--- config.mk ---
export PLATFORM = sky130hd
export DESIGN_NAME = ram_port_arbiter_flat
export DESIGN_NICKNAME = d
export VERILOG_FILES = /design/src/rtl/ram_port_arbiter_if.sv /design/src/rtl/ram_port_arbiter.sv /design/src/flat_wrapper.sv
export SDC_FILE = /design/constraint.sdc
export NUM_CORES = 1
export LEC_CHECK = 0
export CAP_MARGIN = 20
export CELL_PAD_IN_SITES_DETAIL_PLACEMENT = 0
export CELL_PAD_IN_SITES_GLOBAL_PLACEMENT = 1
export CORE_MARGIN = 2
export CORE_UTILIZATION = 24
export CTS_CLUSTER_SIZE = 24
export DETAILED_ROUTE_END_ITERATION = 10
export GPL_TIMING_DRIVEN = 0
export PLACE_DENSITY = 0.93
export SYNTH_ARGS = -nofsm -noshare
export SYNTH_HDL_FRONTEND = slang
export SYNTH_SLANG_ARGS = --single-unit
--- constraint.sdc ---
create_clock -name i_clk -period 8.7 [get_ports i_clk]
set_clock_uncertainty 0.15 [all_clocks]
set_input_delay 1.305 -clock i_clk [delete_from_list [all_inputs] [get_ports i_clk]]
set_output_delay 1.305 -clock i_clk [all_outputs]
set_load 0.005 [all_outputs]
--- src/rtl/ram_port_arbiter_if.sv ---
// ram_port_arbiter_if: requester command bus plus RAM port signals for ram_port_arbiter.
interface ram_port_arbiter_if #(parameter int NR = 4, parameter int DW = 8, parameter int AW = 6);
    logic [NR-1:0]    req;
    logic [NR-1:0]    lk;
    logic [NR-1:0]    we;
    logic [NR*AW-1:0] a;
    logic [NR*DW-1:0] d;
    logic [NR-1:0]    gnt;
    logic [NR-1:0]    vld;
    logic [DW-1:0]    q;
    logic             m_wr;
    logic [AW-1:0]    m_a;
    logic [DW-1:0]    m_d;
    logic [DW-1:0]    m_q;
    modport slave (input req, lk, we, a, d, m_q, output gnt, vld, q, m_wr, m_a, m_d);
    modport master (output req, lk, we, a, d, m_q, input gnt, vld, q, m_wr, m_a, m_d);
endinterface

--- src/rtl/ram_port_arbiter.sv ---
// ram_port_arbiter: round-robin arbiter sharing one RAM port among NR requesters, with lock and read return.
// Define ARB_FIXED_PRIO_EN for fixed priority (requester 0 highest) instead of round-robin.
module ram_port_arbiter #(parameter int NR = 4, parameter int DW = 8, parameter int AW = 6) (
    input logic i_clk,
    input logic i_rst,
    ram_port_arbiter_if.slave bus
);
    localparam int PW = (NR > 1) ? $clog2(NR) : 1;
    logic [PW-1:0] r_ptr, r_own, r_rdi, w_win, w_sel, w_idx;
    logic          r_lkd, r_rdv, w_any;
    // A lock only binds while its owner is still requesting; otherwise normal arbitration resumes.
    always_comb begin
        w_win = r_ptr;
        w_any = 1'b0;
        w_idx = '0;
        if (r_lkd && bus.req[r_own]) begin
            w_win = r_own;
            w_any = 1'b1;
        end else begin
            for (int k = 0; k < NR; k++) begin
                w_idx = PW'((int'(r_ptr) + k) % NR);
                if (!w_any && bus.req[w_idx]) begin
                    w_win = w_idx;
                    w_any = 1'b1;
                end
            end
        end
        if (i_rst) w_any = 1'b0;
        w_sel = w_any ? w_win : r_ptr;
    end
    assign bus.gnt  = w_any ? (NR'(1) << w_win) : '0;
    assign bus.m_wr = w_any & bus.we[w_win];
    assign bus.m_a  = bus.a[int'(w_sel)*AW +: AW];
    assign bus.m_d  = bus.d[int'(w_sel)*DW +: DW];
    assign bus.vld  = r_rdv ? (NR'(1) << r_rdi) : '0;
    assign bus.q    = bus.m_q;
    always_ff @(posedge i_clk) begin
        if (i_rst) begin
            r_ptr <= '0;
            r_lkd <= 1'b0;
            r_own <= '0;
            r_rdv <= 1'b0;
            r_rdi <= '0;
        end else begin
            r_lkd <= w_any & bus.lk[w_win];
            if (w_any & bus.lk[w_win]) r_own <= w_win;
            r_rdv <= w_any & ~bus.we[w_win];
            if (w_any) r_rdi <= w_win;
`ifdef ARB_FIXED_PRIO_EN
            r_ptr <= '0;
`else
            if (w_any) r_ptr <= (int'(w_win) == NR-1) ? '0 : w_win + 1'b1;
`endif
        end
    end
endmodule

--- src/flat_wrapper.sv ---
// flat-port wrapper written by rule: the top's interface ports become plain ports
module ram_port_arbiter_flat 
#(parameter int NR = 4, parameter int DW = 8, parameter int AW = 6)
  (i_clk, i_rst, bus_req, bus_lk, bus_we, bus_a, bus_d, bus_m_q, bus_gnt, bus_vld, bus_q, bus_m_wr, bus_m_a, bus_m_d);
  ram_port_arbiter_if #(.NR(NR), .DW(DW), .AW(AW)) bus_i ();
  input logic i_clk;
  input logic i_rst;
  input wire logic [$bits(bus_i.req)-1:0] bus_req;
  input wire logic [$bits(bus_i.lk)-1:0] bus_lk;
  input wire logic [$bits(bus_i.we)-1:0] bus_we;
  input wire logic [$bits(bus_i.a)-1:0] bus_a;
  input wire logic [$bits(bus_i.d)-1:0] bus_d;
  input wire logic [$bits(bus_i.m_q)-1:0] bus_m_q;
  output wire logic [$bits(bus_i.gnt)-1:0] bus_gnt;
  output wire logic [$bits(bus_i.vld)-1:0] bus_vld;
  output wire logic [$bits(bus_i.q)-1:0] bus_q;
  output wire logic [$bits(bus_i.m_wr)-1:0] bus_m_wr;
  output wire logic [$bits(bus_i.m_a)-1:0] bus_m_a;
  output wire logic [$bits(bus_i.m_d)-1:0] bus_m_d;
  assign bus_i.req = bus_req;
  assign bus_i.lk = bus_lk;
  assign bus_i.we = bus_we;
  assign bus_i.a = bus_a;
  assign bus_i.d = bus_d;
  assign bus_i.m_q = bus_m_q;
  assign bus_gnt = bus_i.gnt;
  assign bus_vld = bus_i.vld;
  assign bus_q = bus_i.q;
  assign bus_m_wr = bus_i.m_wr;
  assign bus_m_a = bus_i.m_a;
  assign bus_m_d = bus_i.m_d;
  ram_port_arbiter #(.NR(NR), .DW(DW), .AW(AW)) u_core (.i_clk(i_clk), .i_rst(i_rst), .bus(bus_i));
endmodule
# --- Word-level counts from Yosys, hierarchy flattened ---
# Index checks and enable logic that the tools add are counted.
op_classes:
  bitwise: 4
  n_shift: 4
  n_eq_ne: 1
  reduce_logical: 7
  addsub: 4
  order_cmp: 6
  muxes: 31
  mul: 1
ops:
  columns: ["op", "count"]
  rows:
  - ["$shiftx 24x32->6", 1]
  - ["$shiftx 32x6->8", 1]
  - ["$lt 2x3->1 const B", 6]
  - ["$mux 1", 16]
  - ["$bmux 1 s2", 7]
  - ["$mux 2", 6]
  - ["$mux 4", 2]
  - ["$shl 1x2->4 const A", 2]
  - ["$add 2x1->2 const B", 2]
  - ["$add 2x2->2 const B", 2]
  - ["$logic_and 1x1->1", 4]
  - ["$mul 2x2->4 const B", 1]
  - ["$and 1x1->1", 3]
  - ["$logic_not 1->1", 3]
  - ["$eq 2x1->1 const B", 1]
  - ["$not 1->1", 1]
word_totals:
  word_cells: 63
  ff_bits: 8
  in_bits: 78
  out_inout_bits: 31

# --- Depth between registers and ports, before layout ---
logic_depth:
  depth_word: 20
  depth_mapped: 11
  ltp_nobuf: 8

# --- Worst setup path before layout ---
# Ideal clock, no wire load.
synth_timing:
  path_kind: "input to output"
  start: "in bus_req[1]"
  end: "out bus_m_a[1]"
  arrival_ns: 3.372
  t_required_ns: 7.245
  path_buffers: 2
  slack_ns: 3.873
  path_stages: 9
  cell_sequence: "or2_0 > or4b_4 > a311oi_4 > nor2_4 > mux2i_1 > buf_6 > buf_12 > mux2i_1 > mux2i_1"
synth_between:
  elab_chain_cells: 20
  elab_cells_between_ends: 33
  cone_classes: "mul: 1; shift: 1; mux: 24; reduce/logical: 7"
synth_lines:
  columns: ["item", "line_no", "source"]
  rows:
  - ["from (decl)", "flat_wrapper.sv:8", "input wire logic [$bits(bus_i.req)-1:0] bus_req;"]
  - ["$bmux 1 s2", "ram_port_arbiter.sv:22", "if (!w_any && bus.req[w_idx]) begin"]
  - ["$mux 1 (implied by the code)", "ram_port_arbiter.sv:22", null]
  - ["$mux 1", "ram_port_arbiter.sv:22", null]
  - ["$mux 1", "ram_port_arbiter.sv:16", "if (r_lkd && bus.req[r_own]) begin"]
  - ["$logic_not 1->1", "ram_port_arbiter.sv:22", null]
  - ["$logic_and 1x1->1", "ram_port_arbiter.sv:22", null]
  - ["$mux 1", "ram_port_arbiter.sv:22", null]
  - ["$mux 1", "ram_port_arbiter.sv:16", null]
  - ["(+4 left out)", null, null]
  - ["$logic_not 1->1", "ram_port_arbiter.sv:22", null]
  - ["$logic_and 1x1->1", "ram_port_arbiter.sv:22", null]
  - ["$mux 1", "ram_port_arbiter.sv:22", null]
  - ["$mux 1", "ram_port_arbiter.sv:16", null]
  - ["$mux 1", "ram_port_arbiter.sv:28", "if (i_rst) w_any = 1'b0;"]
  - ["$mux 2 *", "ram_port_arbiter.sv:29", "w_sel = w_any ? w_win : r_ptr;"]
  - ["$mul 2x2->4 *", "ram_port_arbiter.sv:33", "assign bus.m_a = bus.a[int'(w_sel)*AW +: AW];"]
  - ["$shiftx 24x32->6 *", "ram_port_arbiter.sv:33", null]
  - ["to (decl)", "flat_wrapper.sv:18", "output wire logic [$bits(bus_i.m_a)-1:0] bus_m_a;"]
# Mark *: on every way between the ends. The rest lies on a longest branch, timed or not. The select of a mux whose other input is x is not followed.

# --- Final worst setup path ---
# Same ends and word-level chain as after synthesis.

==> flow_results.xml <==
<?xml version="1.0" encoding="UTF-8"?>
<metrics>
  <group name="place">
    <metric name="place.gp.congestion" unit="">0.756</metric>
    <metric name="port_buffers" unit="">99</metric>
    <metric name="post-place-cells" unit="">316</metric>
    <metric name="post_dp_cell_area" unit="µm²">2380</metric>
    <metric name="dp_hpwl" unit="µm">3260</metric>
  </group>
  <group name="yosys">
    <metric name="ys_ff_latch" unit="">8</metric>
    <metric name="post-synth-top-area-cell" unit="">sky130_fd_sc_hd__mux2i_1</metric>
    <metric name="async_reset_ff_share" unit="%">0</metric>
    <metric name="synth_xor_area_share" unit="%">0</metric>
    <metric name="synth_nets" unit="">229</metric>
    <metric name="post_synth_fa_ha_maj_area_fraction" unit="%">3.84</metric>
    <metric name="synth_area_per_cell" unit="µm²">8.88</metric>
    <metric name="synth_top_cell_area_share" unit="%">39.9</metric>
    <metric name="syn_area" unit="µm²">1310</metric>
    <metric name="synth_cell_types" unit="">36</metric>
    <metric name="synth_enable_flop_cells" unit="">0</metric>
    <metric name="synth.mux.area_fraction" unit="%">44.2</metric>
    <metric name="synth_simple_gate_area_share" unit="%">16.6</metric>
    <metric name="synthesis.instances" unit="">147</metric>
    <metric name="synth_top_family_by_area" unit="">multiplexers</metric>
    <metric name="postSynth.topFlopCell" unit="">sky130_fd_sc_hd__dfxtp_1</metric>
    <metric name="ys_warn_count" unit="">0</metric>
    <metric name="fraction_of_the_yosys_area_taken_by_sequential_cells" unit="%">12.3</metric>
    <metric name="synth.top_cells.by_area" unit="">sky130_fd_sc_hd__mux2i_1 (40%), sky130_fd_sc_hd__dfxtp_1 (12%), sky130_fd_sc_hd__buf_4 (5.2%), sky130_fd_sc_hd__ha_1 (3.8%), sky130_fd_sc_hd__mux4_2 (3.5%)</metric>
    <metric name="compound_cell_area_share_of_the_yosys_netlist" unit="%">9.97</metric>
  </group>
  <group name="route">
    <metric name="initialDrtViolationCount" unit="">30</metric>
    <metric name="total_via_count_after_detailed_routing" unit="">1424</metric>
    <metric name="routed_wire_length_per_instance" unit="µm">12.1</metric>
    <metric name="via_density_per_instance" unit="">4.46</metric>
    <metric name="post-route-drc-count" unit="">0</metric>
    <metric name="ant_nets" unit="">0</metric>
    <metric name="first_pass_iters" unit="">3</metric>
    <metric name="drt-total-wl" unit="µm">3840</metric>
  </group>
  <group name="setup_path">
    <metric name="cp_slowest_cell" unit="">sky130_fd_sc_hd__a311oi_4</metric>
    <metric name="setup.worst_path.start_class" unit="">primary input</metric>
    <metric name="end_kind" unit="">output port</metric>
    <metric name="cp.required" unit="ns">7.24</metric>
    <metric name="crit_path_max_fanout" unit="">10</metric>
    <metric name="critPathTopFamily" unit="">buffers and inverters</metric>
    <metric name="critical_path_arrival" unit="ns">4.70</metric>
    <metric name="critical_path_class" unit="">primary input to output port</metric>
    <metric name="max_stage_delay" unit="ns">0.60</metric>
    <metric name="worst_path_most_repeated_cell" unit="">sky130_fd_sc_hd__clkdlybuf4s50_1</metric>
    <metric name="worstPathCellList" unit="">clkdlybuf4s50_1, or2_0, or4b_4, a311oi_4, nor2_4, o21ai_2, buf_4, mux2i_1, clkdlybuf4s50_1</metric>
    <metric name="cp_num_buf_inv" unit="">3</metric>
  </group>
  <group name="timing">
    <metric name="timing.final.hold_violations" unit="">0</metric>
    <metric name="number_of_pins_exceeding_their_max_slew_limit_in_the_final_report" unit="">0</metric>
    <metric name="fin_worst_hold_slack" unit="ns">0.357</metric>
    <metric name="max_clock_freq" unit="MHz">162</metric>
    <metric name="period_minus_slack" unit="ns">6.16</metric>
    <metric name="period_share" unit="%">70.8</metric>
    <metric name="tightestPinTransition" unit="ns">0.590</metric>
    <metric name="worst_rel_slew_slack" unit="%">60.6</metric>
    <metric name="totalNegativeSetupSlack" unit="ns">0</metric>
    <metric name="setup_viol_count_final" unit="">0</metric>
    <metric name="grt_setup_unrepaired" unit="">no</metric>
  </group>
  <group name="pwr">
    <metric name="total_leakage_power" unit="µW">0.00111</metric>
    <metric name="maximum_vdd_drop" unit="mV">0.0943</metric>
    <metric name="totalPowerFinal" unit="µW">457</metric>
    <metric name="power_density" unit="nW/µm²">189</metric>
  </group>
  <group name="grt">
    <metric name="grt_pass1_vias" unit="">1427</metric>
    <metric name="grt_util_all_layers" unit="%">12.3</metric>
    <metric name="antenna_found_initial" unit="">0</metric>
    <metric name="pin_count_of_the_biggest_net_entering_global_routing" unit="">11</metric>
    <metric name="global_route_wire_length_before_repair" unit="µm">6070</metric>
    <metric name="grt-ovfl-total" unit="">0</metric>
  </group>
  <group name="die">
    <metric name="die_area" unit="µm²">6040</metric>
    <metric name="die-width" unit="µm">77.7</metric>
    <metric name="dieHeight" unit="µm">77.7</metric>
    <metric name="rows" unit="">26</metric>
    <metric name="core_area" unit="µm²">5170</metric>
    <metric name="start_util" unit="%">25.2</metric>
    <metric name="floorplan.io_pins" unit="">109</metric>
  </group>
  <group name="cells_and_area">
    <metric name="fill_cells" unit="">515</metric>
    <metric name="final-instance-count-excl-fill" unit="">319</metric>
    <metric name="design.final.nets" unit="">333</metric>
    <metric name="final_instance_area" unit="µm²">2420</metric>
    <metric name="regArea" unit="µm²">160</metric>
    <metric name="combined_area_of_the_multi_input_logic_cells" unit="µm²">973</metric>
    <metric name="area_delta_synth_final" unit="%">85.8</metric>
    <metric name="antenna_cells" unit="">0</metric>
    <metric name="final_layout_size_suffix_gt1_share" unit="%">9.64</metric>
  </group>
  <group name="clocking">
    <metric name="clock_insertion_delay_worst_skew" unit="ns">0.22</metric>
    <metric name="cts_repair_resize_count" unit="">0</metric>
    <metric name="tritoncts" unit="">yes</metric>
    <metric name="cts.clk_slew.worst_paths" unit="ns">0.04</metric>
    <metric name="cts.sinks" unit="">8</metric>
    <metric name="cts_post_setup_buffers_inserted" unit="">0</metric>
    <metric name="cts-hold-fix-buffers" unit="">0</metric>
    <metric name="max-clock-path-buffers" unit="">2</metric>
    <metric name="cts_htree_levels" unit="">1</metric>
    <metric name="clk_root_buf" unit="">sky130_fd_sc_hd__clkbuf_8</metric>
    <metric name="cts-buffers-inserted" unit="">3</metric>
  </group>
  <group name="worst_hold_path">
    <metric name="min_path_type" unit="">flop to flop</metric>
  </group>
  <group name="status">
    <metric name="run_status" unit="">finished clean</metric>
  </group>
  <group name="flow_run">
    <metric name="max_cap_viol_count" unit="">0</metric>
  </group>
</metrics>
## metal layers
layer  track usage, %  up-vias  part of all wire (%)
met5                0        -                     0
met4             2.68        0                  0.70
met3             4.88        2                    11
met2             22.6       72                    50
met1             13.1      624                    38
li1                 -      726                     -
## worst register-to-register path: cells and delay by family (launching register included)
kind            cells  cell delay [ns]
simple gates        1             0.22
buf+inv             2             0.58
flops               1             0.29
compound gates      5             0.70
mux                 1             0.60
## cell type report
class	instances	share of cell area (%)
Clock buffer	3	1.70
Multi-Input combinational cell	115	40.1
Timing Repair Buffer	99	40.9
Inverter	8	1.24
Sequential cell	8	6.60
Tap cell	70	3.61
Buffer	16	5.83
## metrics by stage
stage	setup slack, ns	util [%]
after global routing	2.32	46.9
final	2.54	46.9
after global placement	2.49	46.1
after floorplan	3.87	-
after CTS	2.48	46.9
after detailed placement	2.49	46.1
## cells in the final DEF, fill, tap and decap left out, drive strengths merged, types with 5 or more instances in the layout
cell	synthesis	routed
clkdlybuf4s50	0	99
mux2i	52	52
buf	14	14
nor2	11	11
dfxtp	8	8
inv	8	8
nand2	6	6
a21oi	5	5
and2	5	5
clkbuf	2	5
## path summary, 6_finish.rpt
| check | from | end | slack (ns) | depth (start not counted) |
|---|---|---|---|---|
| worst max-delay path | bus_req[1] | bus_m_a[1] | 2.54 | 9 |
| worst min-delay path | u_core.r_own[0]$_SDFFE_PP0P_ | u_core.r_own[0]$_SDFFE_PP0P_ | 0.36 | 2 |
| worst max register to register | u_core.r_ptr[0]$_SDFFE_PP0P_ | u_core.r_own[1]$_SDFFE_PP0P_ | 6.02 | 9 |
| worst min register to register | u_core.r_own[0]$_SDFFE_PP0P_ | u_core.r_own[0]$_SDFFE_PP0P_ | 0.36 | 2 |
## kinds of logic (layout without fill, tap and decap cells)
logic type / count (synthesis) / in the layout
compound gates: 17 / 17
fa+ha+maj: 4 / 4
buf+inv: 24 / 126
flops: 8 / 8
mux: 55 / 55
simple gates: 39 / 39
## cells in the mapped netlist, drive strengths merged (2+ instances only)
library cell / count
mux2i: 52
buf: 14
nor2: 11
dfxtp: 8
inv: 8
nand2: 6
a21oi: 5
and2: 5
ha: 4
nor2b: 4
nor3: 3
nor3b: 3
o21ai: 3
a21boi: 2
clkbuf: 2
mux4: 2
nand2b: 2
## state kept, by name, indices dropped and copies added (netlist names)
name          count
u_core.r_own      2
u_core.r_ptr      2
u_core.r_rdv      1
u_core.r_rdi      2
u_core.r_lkd      1
## power by group
group	switching, µW	total, µW	internal (µW)
Sequential	8.57	57.2	48.6
Combinational	144	357	213
Clock	12.8	42.7	29.8
Total	166	457	291
No activity file was read; power rests on OpenSTA's default activity.
